===== src/rtl/wishbone_arbiter.sv =====
// Two-master, one-slave Wishbone B4 classic arbiter: fair round-robin grant held for a
// whole transaction, with a watchdog that aborts unacknowledged slave cycles and reports ERR.
module wishbone_arbiter #(
    parameter int ADDR_SIZE      = 32,
    parameter int DATA_SIZE      = 32,
    parameter int BYTE_AMNT      = 4,
    parameter int TIMEOUT_CYCLES = 64
) (
    input  logic                 CLK_I,
    input  logic                 RST_I,

    input  logic                 m0_CYC_I,
    input  logic                 m0_STB_I,
    input  logic                 m0_WE_I,
    input  logic [BYTE_AMNT-1:0] m0_SEL_I,
    input  logic [ADDR_SIZE-1:0] m0_ADR_I,
    input  logic [DATA_SIZE-1:0] m0_DAT_I,
    output logic [DATA_SIZE-1:0] m0_DAT_O,
    output logic                 m0_ACK_O,
    output logic                 m0_ERR_O,

    input  logic                 m1_CYC_I,
    input  logic                 m1_STB_I,
    input  logic                 m1_WE_I,
    input  logic [BYTE_AMNT-1:0] m1_SEL_I,
    input  logic [ADDR_SIZE-1:0] m1_ADR_I,
    input  logic [DATA_SIZE-1:0] m1_DAT_I,
    output logic [DATA_SIZE-1:0] m1_DAT_O,
    output logic                 m1_ACK_O,
    output logic                 m1_ERR_O,

    output logic                 s_CYC_O,
    output logic                 s_STB_O,
    output logic                 s_WE_O,
    output logic [BYTE_AMNT-1:0] s_SEL_O,
    output logic [ADDR_SIZE-1:0] s_ADR_O,
    output logic [DATA_SIZE-1:0] s_DAT_O,
    input  logic [DATA_SIZE-1:0] s_DAT_I,
    input  logic                 s_ACK_I
);

    localparam int                WDOG_W    = $clog2(TIMEOUT_CYCLES);
    localparam logic [WDOG_W-1:0] WDOG_LAST = WDOG_W'(TIMEOUT_CYCLES - 1);

    typedef enum logic [1:0] {
        IDLE = 2'd0,
        GNT0 = 2'd1,
        GNT1 = 2'd2
    } state_t;

    state_t            state, state_next;
    logic              last, last_next;
    logic [WDOG_W-1:0] wdog, wdog_next;

    logic req_0, req_1;
    logic granted, owner, own_cyc, own_stb;
    logic wdog_expired, timeout, txn_end;

    assign req_0 = m0_CYC_I & m0_STB_I;
    assign req_1 = m1_CYC_I & m1_STB_I;

    assign granted      = (state != IDLE);
    assign owner        = (state == GNT1);
    assign own_cyc      = owner ? m1_CYC_I : m0_CYC_I;
    assign own_stb      = owner ? m1_STB_I : m0_STB_I;
    assign wdog_expired = (wdog == WDOG_LAST);

    // ACK on the final watchdog cycle completes the transfer normally instead of erroring.
    assign timeout = granted & wdog_expired & ~s_ACK_I & own_cyc;
    assign txn_end = granted & (s_ACK_I | ~own_cyc | wdog_expired);

    // Read data is broadcast; only the owning master sees ACK, so the others ignore it.
    assign m0_DAT_O = s_DAT_I;
    assign m1_DAT_O = s_DAT_I;
    assign m0_ACK_O = (state == GNT0) & s_ACK_I;
    assign m1_ACK_O = (state == GNT1) & s_ACK_I;
    assign m0_ERR_O = (state == GNT0) & timeout;
    assign m1_ERR_O = (state == GNT1) & timeout;

    always_comb begin
        // NOTE: every output gets a default before any branch, so no path leaves a latch.
        s_CYC_O = 1'b0;
        s_STB_O = 1'b0;
        s_WE_O  = 1'b0;
        s_SEL_O = '0;
        s_ADR_O = '0;
        s_DAT_O = '0;
        if (granted) begin
            s_CYC_O = own_cyc & ~timeout;
            s_STB_O = own_stb & ~timeout;
            s_WE_O  = owner ? m1_WE_I  : m0_WE_I;
            s_SEL_O = owner ? m1_SEL_I : m0_SEL_I;
            s_ADR_O = owner ? m1_ADR_I : m0_ADR_I;
            s_DAT_O = owner ? m1_DAT_I : m0_DAT_I;
        end
    end

    always_comb begin
        state_next = state;
        last_next  = last;
        wdog_next  = '0;
        case (state)
            IDLE: begin
                if (req_0 && req_1) state_next = last ? GNT0 : GNT1;
                else if (req_0)     state_next = GNT0;
                else if (req_1)     state_next = GNT1;
            end
            GNT0, GNT1: begin
                if (txn_end) begin
                    state_next = IDLE;
                    last_next  = owner;
                end else begin
                    wdog_next = wdog + 1'b1;
                end
            end
            default: state_next = IDLE;
        endcase
    end

    always_ff @(posedge CLK_I or negedge RST_I) begin
        // NOTE: state registers use non-blocking assignments so all of them update together.
        if (!RST_I) begin
            state <= IDLE;
            last  <= 1'b1;
            wdog  <= '0;
        end else begin
            state <= state_next;
            last  <= last_next;
            wdog  <= wdog_next;
        end
    end

endmodule


===== config.mk =====
export PLATFORM = sky130hd
export DESIGN_NAME = wishbone_arbiter
export DESIGN_NICKNAME = d
export VERILOG_FILES = /design/src/rtl/wishbone_arbiter.sv
export SDC_FILE = /design/constraint.sdc
export NUM_CORES = 1
export LEC_CHECK = 0
export ABC_AREA = 1
export BUFFER_PORTS_ARGS = -buffer_cell sky130_fd_sc_hd__buf_4
export CAP_MARGIN = 40
export CELL_PAD_IN_SITES_DETAIL_PLACEMENT = 0
export CELL_PAD_IN_SITES_GLOBAL_PLACEMENT = 1
export CORE_MARGIN = 10
export CORE_UTILIZATION = 16
export CTS_BUF_LIST = sky130_fd_sc_hd__clkbuf_4 sky130_fd_sc_hd__clkbuf_8 sky130_fd_sc_hd__clkbuf_16
export CTS_CLUSTER_DIAMETER = 80
export DETAILED_ROUTE_END_ITERATION = 8
export PLACE_DENSITY = 0.94
export RECOVER_POWER = 100
export SYNTH_ARGS = -nofsm -noshare
export SYNTH_HDL_FRONTEND = slang
export SYNTH_SLANG_ARGS = --single-unit

===== constraint.sdc =====
create_clock -name CLK_I -period 1.7 [get_ports CLK_I]
set_input_delay 0.085 -clock CLK_I [delete_from_list [all_inputs] [get_ports CLK_I]]
set_output_delay 0.085 -clock CLK_I [all_outputs]
set_load 0.005 [all_outputs]

==> results of run 1 <==
-- worst paths after layout --
path                                      startpoint                   end  slack, ps  depth (start not counted)
min in group asynchronous                      RST_I     wdog[5]$_DFF_PN0_        330                          2
worst max-delay path            state[0]$_DFFE_PN0P_            s_SEL_O[0]        -20                          8
worst min-delay path                     s_DAT_I[15]          m0_DAT_O[15]        170                          0
worst min register to register     wdog[0]$_DFF_PN0_     wdog[0]$_DFF_PN0_        460                          1
max in group asynchronous                      RST_I  state[1]$_DFFE_PN0P_       1020                          2
worst max register to register  state[0]$_DFFE_PN0P_  state[0]$_DFFE_PN0P_         80                          9
-- metrics by stage --
step	hold slack, ps	setup slack [ps]	cell area [um2]
final	170	-23.8	3900
after global routing	170	-128	3900
after CTS	170	-53.2	3680
after detailed placement	-86.5	71.4	3420
after global placement	-88.1	102	3420
after floorplan	-211	279	2020
-- state kept, by name (all words and copies together), names as in the netlist --
signal	cells
last	1
wdog	6
state	2
-- power by group --
| part | total, uW | leakage, uW | internal [uW] | switching, uW |
|---|---|---|---|---|
| clock | 424 | 0.0000416 | 329 | 94.9 |
| combinational | 5120 | 0.00185 | 2620 | 2500 |
| sequential | 315 | 0.000118 | 272 | 42.4 |
-- cell usage in the layout, fill, tap and decap left out --
master         netlist  final
nand2_1             15     15
dfrtp_2              0      1
nand2_2              1      1
nor2_2               0     20
o21ai_1              0      4
buf_16               0      4
inv_8                0      1
o21ai_0             70     66
inv_2                0      3
clkbuf_16            0      5
clkbuf_4             0      1
buf_12               0      8
nor2_1             152    128
nand3_4              0      1
nor2_4               0      4
nand3_1              6      5
clkinv_8             0      1
nand3_2              1      1
o21bai_1             1      1
dfstp_2              1      1
nor3_2               1      1
xnor2_1              1      1
dfrtp_1              8      7
nand2_4              2      2
nor4_1               1      1
buf_4               64    223
ha_1                 4      2
and2_1               1      1
inv_1               14     10
a21oi_1              1      1
o21ai_2              1      1
ha_4                 0      2
clkbuf_1            21      2
xor2_1               2      2
dlygate4sd3_1        0      1
-- final cells by class --
cell class,count,area [um2]
Clock buffer,4,82.6
Fill cell,1418,8620
Inverter,15,76.3
Multi-Input combinational cell,260,1280
Sequential cell,9,228
Tap cell,172,215
Timing Repair Buffer,240,2010
-- per-layer routing --
metal | vias to the layer above | global-route usage | wire length [um]
li1 | 1414 | - | -
met1 | 1243 | 0.134 | 4740
met2 | 143 | 0.197 | 5900
met3 | 23 | 0.0439 | 1070
met4 | 0 | 0.0287 | 229
met5 | - | 0 | 0
-- worst reg2reg max path, stage by stage (launching register included) --
cell	delay (ps)
dfrtp_1	400
inv_2	100
ha_4	230
clkinv_8	100
nand2_4	90
nand3_2	70
o21ai_2	220
nand2_4	130
nand3_1	90
nand2_1	70
-- cells by family (layout without fill, tap and decap cells) --
group / Yosys count / count (layout)
buf+inv: 101 / 259
flops: 9 / 9
simple gates: 180 / 180
fa+ha+maj: 4 / 4
compound gates: 73 / 73
xor+xnor: 3 / 3
-- what timing repair did --
item,in CTS,in global routing
buffers inserted,1,7
setup endpoints to repair,72,74
hold buffers,1,0
cloned,4,2
pin swaps,3,6
hold endpoints to repair,9,0
resized for setup,9,46
==> out/metrics.cfg, run 1 <==
[sta]
worstMarginPinSlew_ps=486
fin_crit_sh=1.01
finalSetupViolations=15
tns_ps=-171
max_freq_ghz=0.580
finalMaxSlewViolations=0
postLayoutSetupSlackWorst_ps=-23.8
clock_skew_ps=1.09
slew-limit-headroom=0.676
hold_viol=0
period_needed_ps=1720
rsz0062_at_grt=true

[floorplan]
num_rows=41
coreArea_um2=12500
die_y_um=132
dieWidth_um=132
initial_utilization=0.162
ios=316
die_area_um2=17500

[logic_synthesis]
ys_types=23
synthXorXnorAreaFrac=0.0130
synth_async_sr_flop_share=1.00
synth_simple_gate_area_frac=0.355
yosysTopAreaCell=nor2_1
yosysTopAreaCellShare=0.282
synth_top_family_by_area=simple AND/OR/NAND/NOR gates
synth_top_cells_by_count=152 x nor2_1, 70 x o21ai_0, 64 x buf_4
synth_flop_cell=dfrtp_1
synth_compound_area_frac=0.184
post-synth-top-count-cell=nor2_1
ys_ff_latch=9
synthAdderAreaFrac=0.0248
syn-num-nets=551
avgSynthCellArea_um2=5.46
synth_edf_count=0
synth_area_um2=2020
synth.area.top_cells=nor2_1 28%, buf_4 24%, o21ai_0 17%
synthMuxAreaShare=0
syn_inst=370
yosys_warnings=0
ys_seq_area_frac=0.112

[power]
powerDensity_nw_per_um2=1500
p_leak_uw=0.00201
ir_drop_v=0.00101
fin_total_pwr_uw=5860

[cells_and_area]
n_antenna_cell=0
drive_gt1_frac=0.532
final_nets=710
syn2layout_area_growth_pct=92.8
final_core_utilization=0.311
finalNonFillerCells=700

[worst_setup_path]
crit_arrival_ps=1640
crit_path_top_delay_cell=dfrtp_1
critical-path-top-delay-family=buffers and inverters
crit_required_ps=1620
path_class=flop to output pin
critPathMostFrequentCell=nor2_1
endpoint_kind=output pin
path_max_fanout=16
path_buf_inv=5
crit_path_cell_trace=inv_2 > ha_4 > clkinv_8 > buf_12 > buf_16 > nor2_1 > nor2_1 > buf_4
slowest_delay_ps=400
cp-start-kind=flop

[detailed_routing]
route.detailed.drc=0
wl_per_cell_um=17.0
dr.first_iter.drc_count=129
routed_wl_um=11900
vias=2823
ant_nets=0
drtPass1Iterations=4
via_per_inst=4.03

[hold_path]
hold_class=primary input to output pin

[cts]
cts_buffers=3
clk_path_buf_depth=2
clock-sinks=9
cts_tree=built
clk_pin_slew_ps=40
clk_latency_ps=230
htreeDepth=1
root_buffer=clkbuf_16

[global_route]
grt_max_degree=41
track_usage=0.116
grt-ovfl-total=0
grt_pass1_vias=2817
antenna_found_initial=0
grt_first_pass_wirelength_um=16600

[placed_design]
dp_cells=681
place.gp.congestion=0.807
io_buffers=219
dp_hpwl_um=8670

[flow_run]
cap_viol_max_count=0

[outcome]
status=complete, but fails checks
violations=setup timing

Power figures use the tool's default switching activity.
==> run 2: changes to the inputs <==
Settings changed: CORE_ASPECT_RATIO set to 0.7, REMOVE_ABC_BUFFERS set to 1, SKIP_CTS_REPAIR_TIMING set to 1.
==> out/metrics.cfg, run 2 (synthesis results as in run 1) <==
[outcome]
status=complete, no violations

[cells_and_area]
top_register=wdog
biggestRegsByFlops=wdog (6), state (2), last (1)
largest_reg_flops=6
drive_gt1_frac=0.491
final_cell_area_um2=3670
n_antenna_cell=0
final_core_utilization=0.296
final_nets=703
final_common_cell=buf_4
syn2layout_area_growth_pct=81.4
final_cell_mix=222 x buf_4, 149 x nor2_1, 70 x o21ai_0

[power]
power_switching_uw=2440
seq_power_share=0.061
p_clk_frac=0.083
p_sw_frac=0.467
p_leak_uw=0.00193
intPower_uw=2780
powerDensity_nw_per_um2=1430
ir_drop_v=0.000639
comb_power_share=0.856
fin_total_pwr_uw=5230

[global_route]
grt_max_degree=53
grt_pass1_vias=2807
grt-ovfl-total=0
grt_first_pass_wirelength_um=18700
antenna_found_initial=0
track_usage=0.140

[hold_path]
hold_class=primary input to output pin
holdPathStages=0

[worst_setup_path]
r2r_cells=9
cp-start-kind=flop
endpoint_kind=output pin
path_max_fanout=6
crit_path_top_delay_cell=dfrtp_1
crit_arrival_ps=1610
slowest_delay_ps=390
path_class=flop to output pin
crit_path_cell_trace=inv_2 > ha_4 > nand2_1 > nand3_4 > nor2_4 > nor4_4 > buf_4
crit_required_ps=1620

[cts]
htreeDepth=1
cts_buffers=3
clk_latency_ps=230
clk_path_buf_depth=2
clk_pin_slew_ps=40
cts_tree=built
clock-sinks=9
root_buffer=clkbuf_16

[placed_design]
dp_worst_setup_slack_ps=99.0
dp_hpwl_um=11800
placed_cell_area_um2=3390
place.gp.congestion=0.850
io_buffers=219

[sta]
worstMarginPinSlew_ps=495
max_freq_ghz=0.589
rsz0062_at_grt=true
postLayoutSetupSlackWorst_ps=2.28
finalMaxSlewViolations=0
clock_skew_ps=0.494
slew-limit-headroom=0.670
fin_crit_sh=0.999
finalSetupViolations=0
tns_ps=0
period_needed_ps=1700
hold_viol=0

[detailed_routing]
dr.first_iter.drc_count=134
drtPass1Iterations=4
vias=2827
route.detailed.drc=0
ant_nets=0
via_per_inst=4.14
wl_per_cell_um=20.7
routed_wl_um=14200

[flow_run]
cap_viol_max_count=0

[floorplan]
num_rows=34
die_area_um2=17600
coreArea_um2=12400
ios=316
dieWidth_um=154
initial_utilization=0.163
die_y_um=114

## run 2: cell types whose count changed in the layout (fill, tap and decap cells not counted), moves of 2 or more
cell / previous run / this run
nor2_1: 128 / 149
buf_8: 0 / 2
buf_16: 4 / 0
o21ai_1: 4 / 0
buf_12: 8 / 2
o21ai_0: 66 / 70
nor2_4: 4 / 2
nor2_2: 20 / 1
buf_6: 0 / 3
## run 2: cell type report
class,count,area [um2]
Clock buffer,4,82.6
Fill cell,1356,8710
Inverter,15,68.8
Multi-Input combinational cell,260,1250
Sequential cell,9,226
Tap cell,162,203
Timing Repair Buffer,233,1830
## run 2: per-layer routing
metal / up-vias / routed length, um / global-route usage
met5: - / 99 / 0.0476
li1: 1401 / - / -
met2: 215 / 5660 / 0.185
met1: 1205 / 5650 / 0.163
met3: 4 / 2730 / 0.131
met4: 2 / 17 / 0.00942
## run 2: per-stage QoR
stage / hold WS [ps] / cells
global placement: -86.5 / 673
detailed placement: -85.0 / 673
CTS: -333 / 677
finish: 170 / 683
global route: 170 / 683
floorplan: -211 / 284
## run 2: power by group through the flow
| stage | sequential (uW) | clock [uW] | combinational [uW] |
|---|---|---|---|
| floorplan | 296 | 0 | 1690 |
| global placement | 303 | 0 | 4110 |
| detailed placement | 307 | 0 | 4110 |
| CTS | 304 | 440 | 4120 |
| global route | 326 | 460 | 5000 |
| finish | 320 | 433 | 4480 |
## run 2: worst max-delay path: cells and delay by family (launching register included)
| family | cells | cell delay, ps |
|---|---|---|
| buf+inv | 2 | 280 |
| flops | 1 | 390 |
| simple gates | 4 | 480 |
| fa+ha+maj | 1 | 210 |
## run 2: worst paths after layout
check / slack [ps] / end / start
setup / recovery: 2 / s_STB_O / state[0]$_DFFE_PN0P_
hold / removal: 170 / m1_DAT_O[6] / s_DAT_I[6]
setup reg to reg: 210 / state[1]$_DFFE_PN0P_ / state[0]$_DFFE_PN0P_
hold reg to reg: 490 / last$_DFFE_PN1P_ / last$_DFFE_PN1P_
max in group asynchronous: 1030 / last$_DFFE_PN1P_ / RST_I
min in group asynchronous: 320 / wdog[2]$_DFF_PN0_ / RST_I
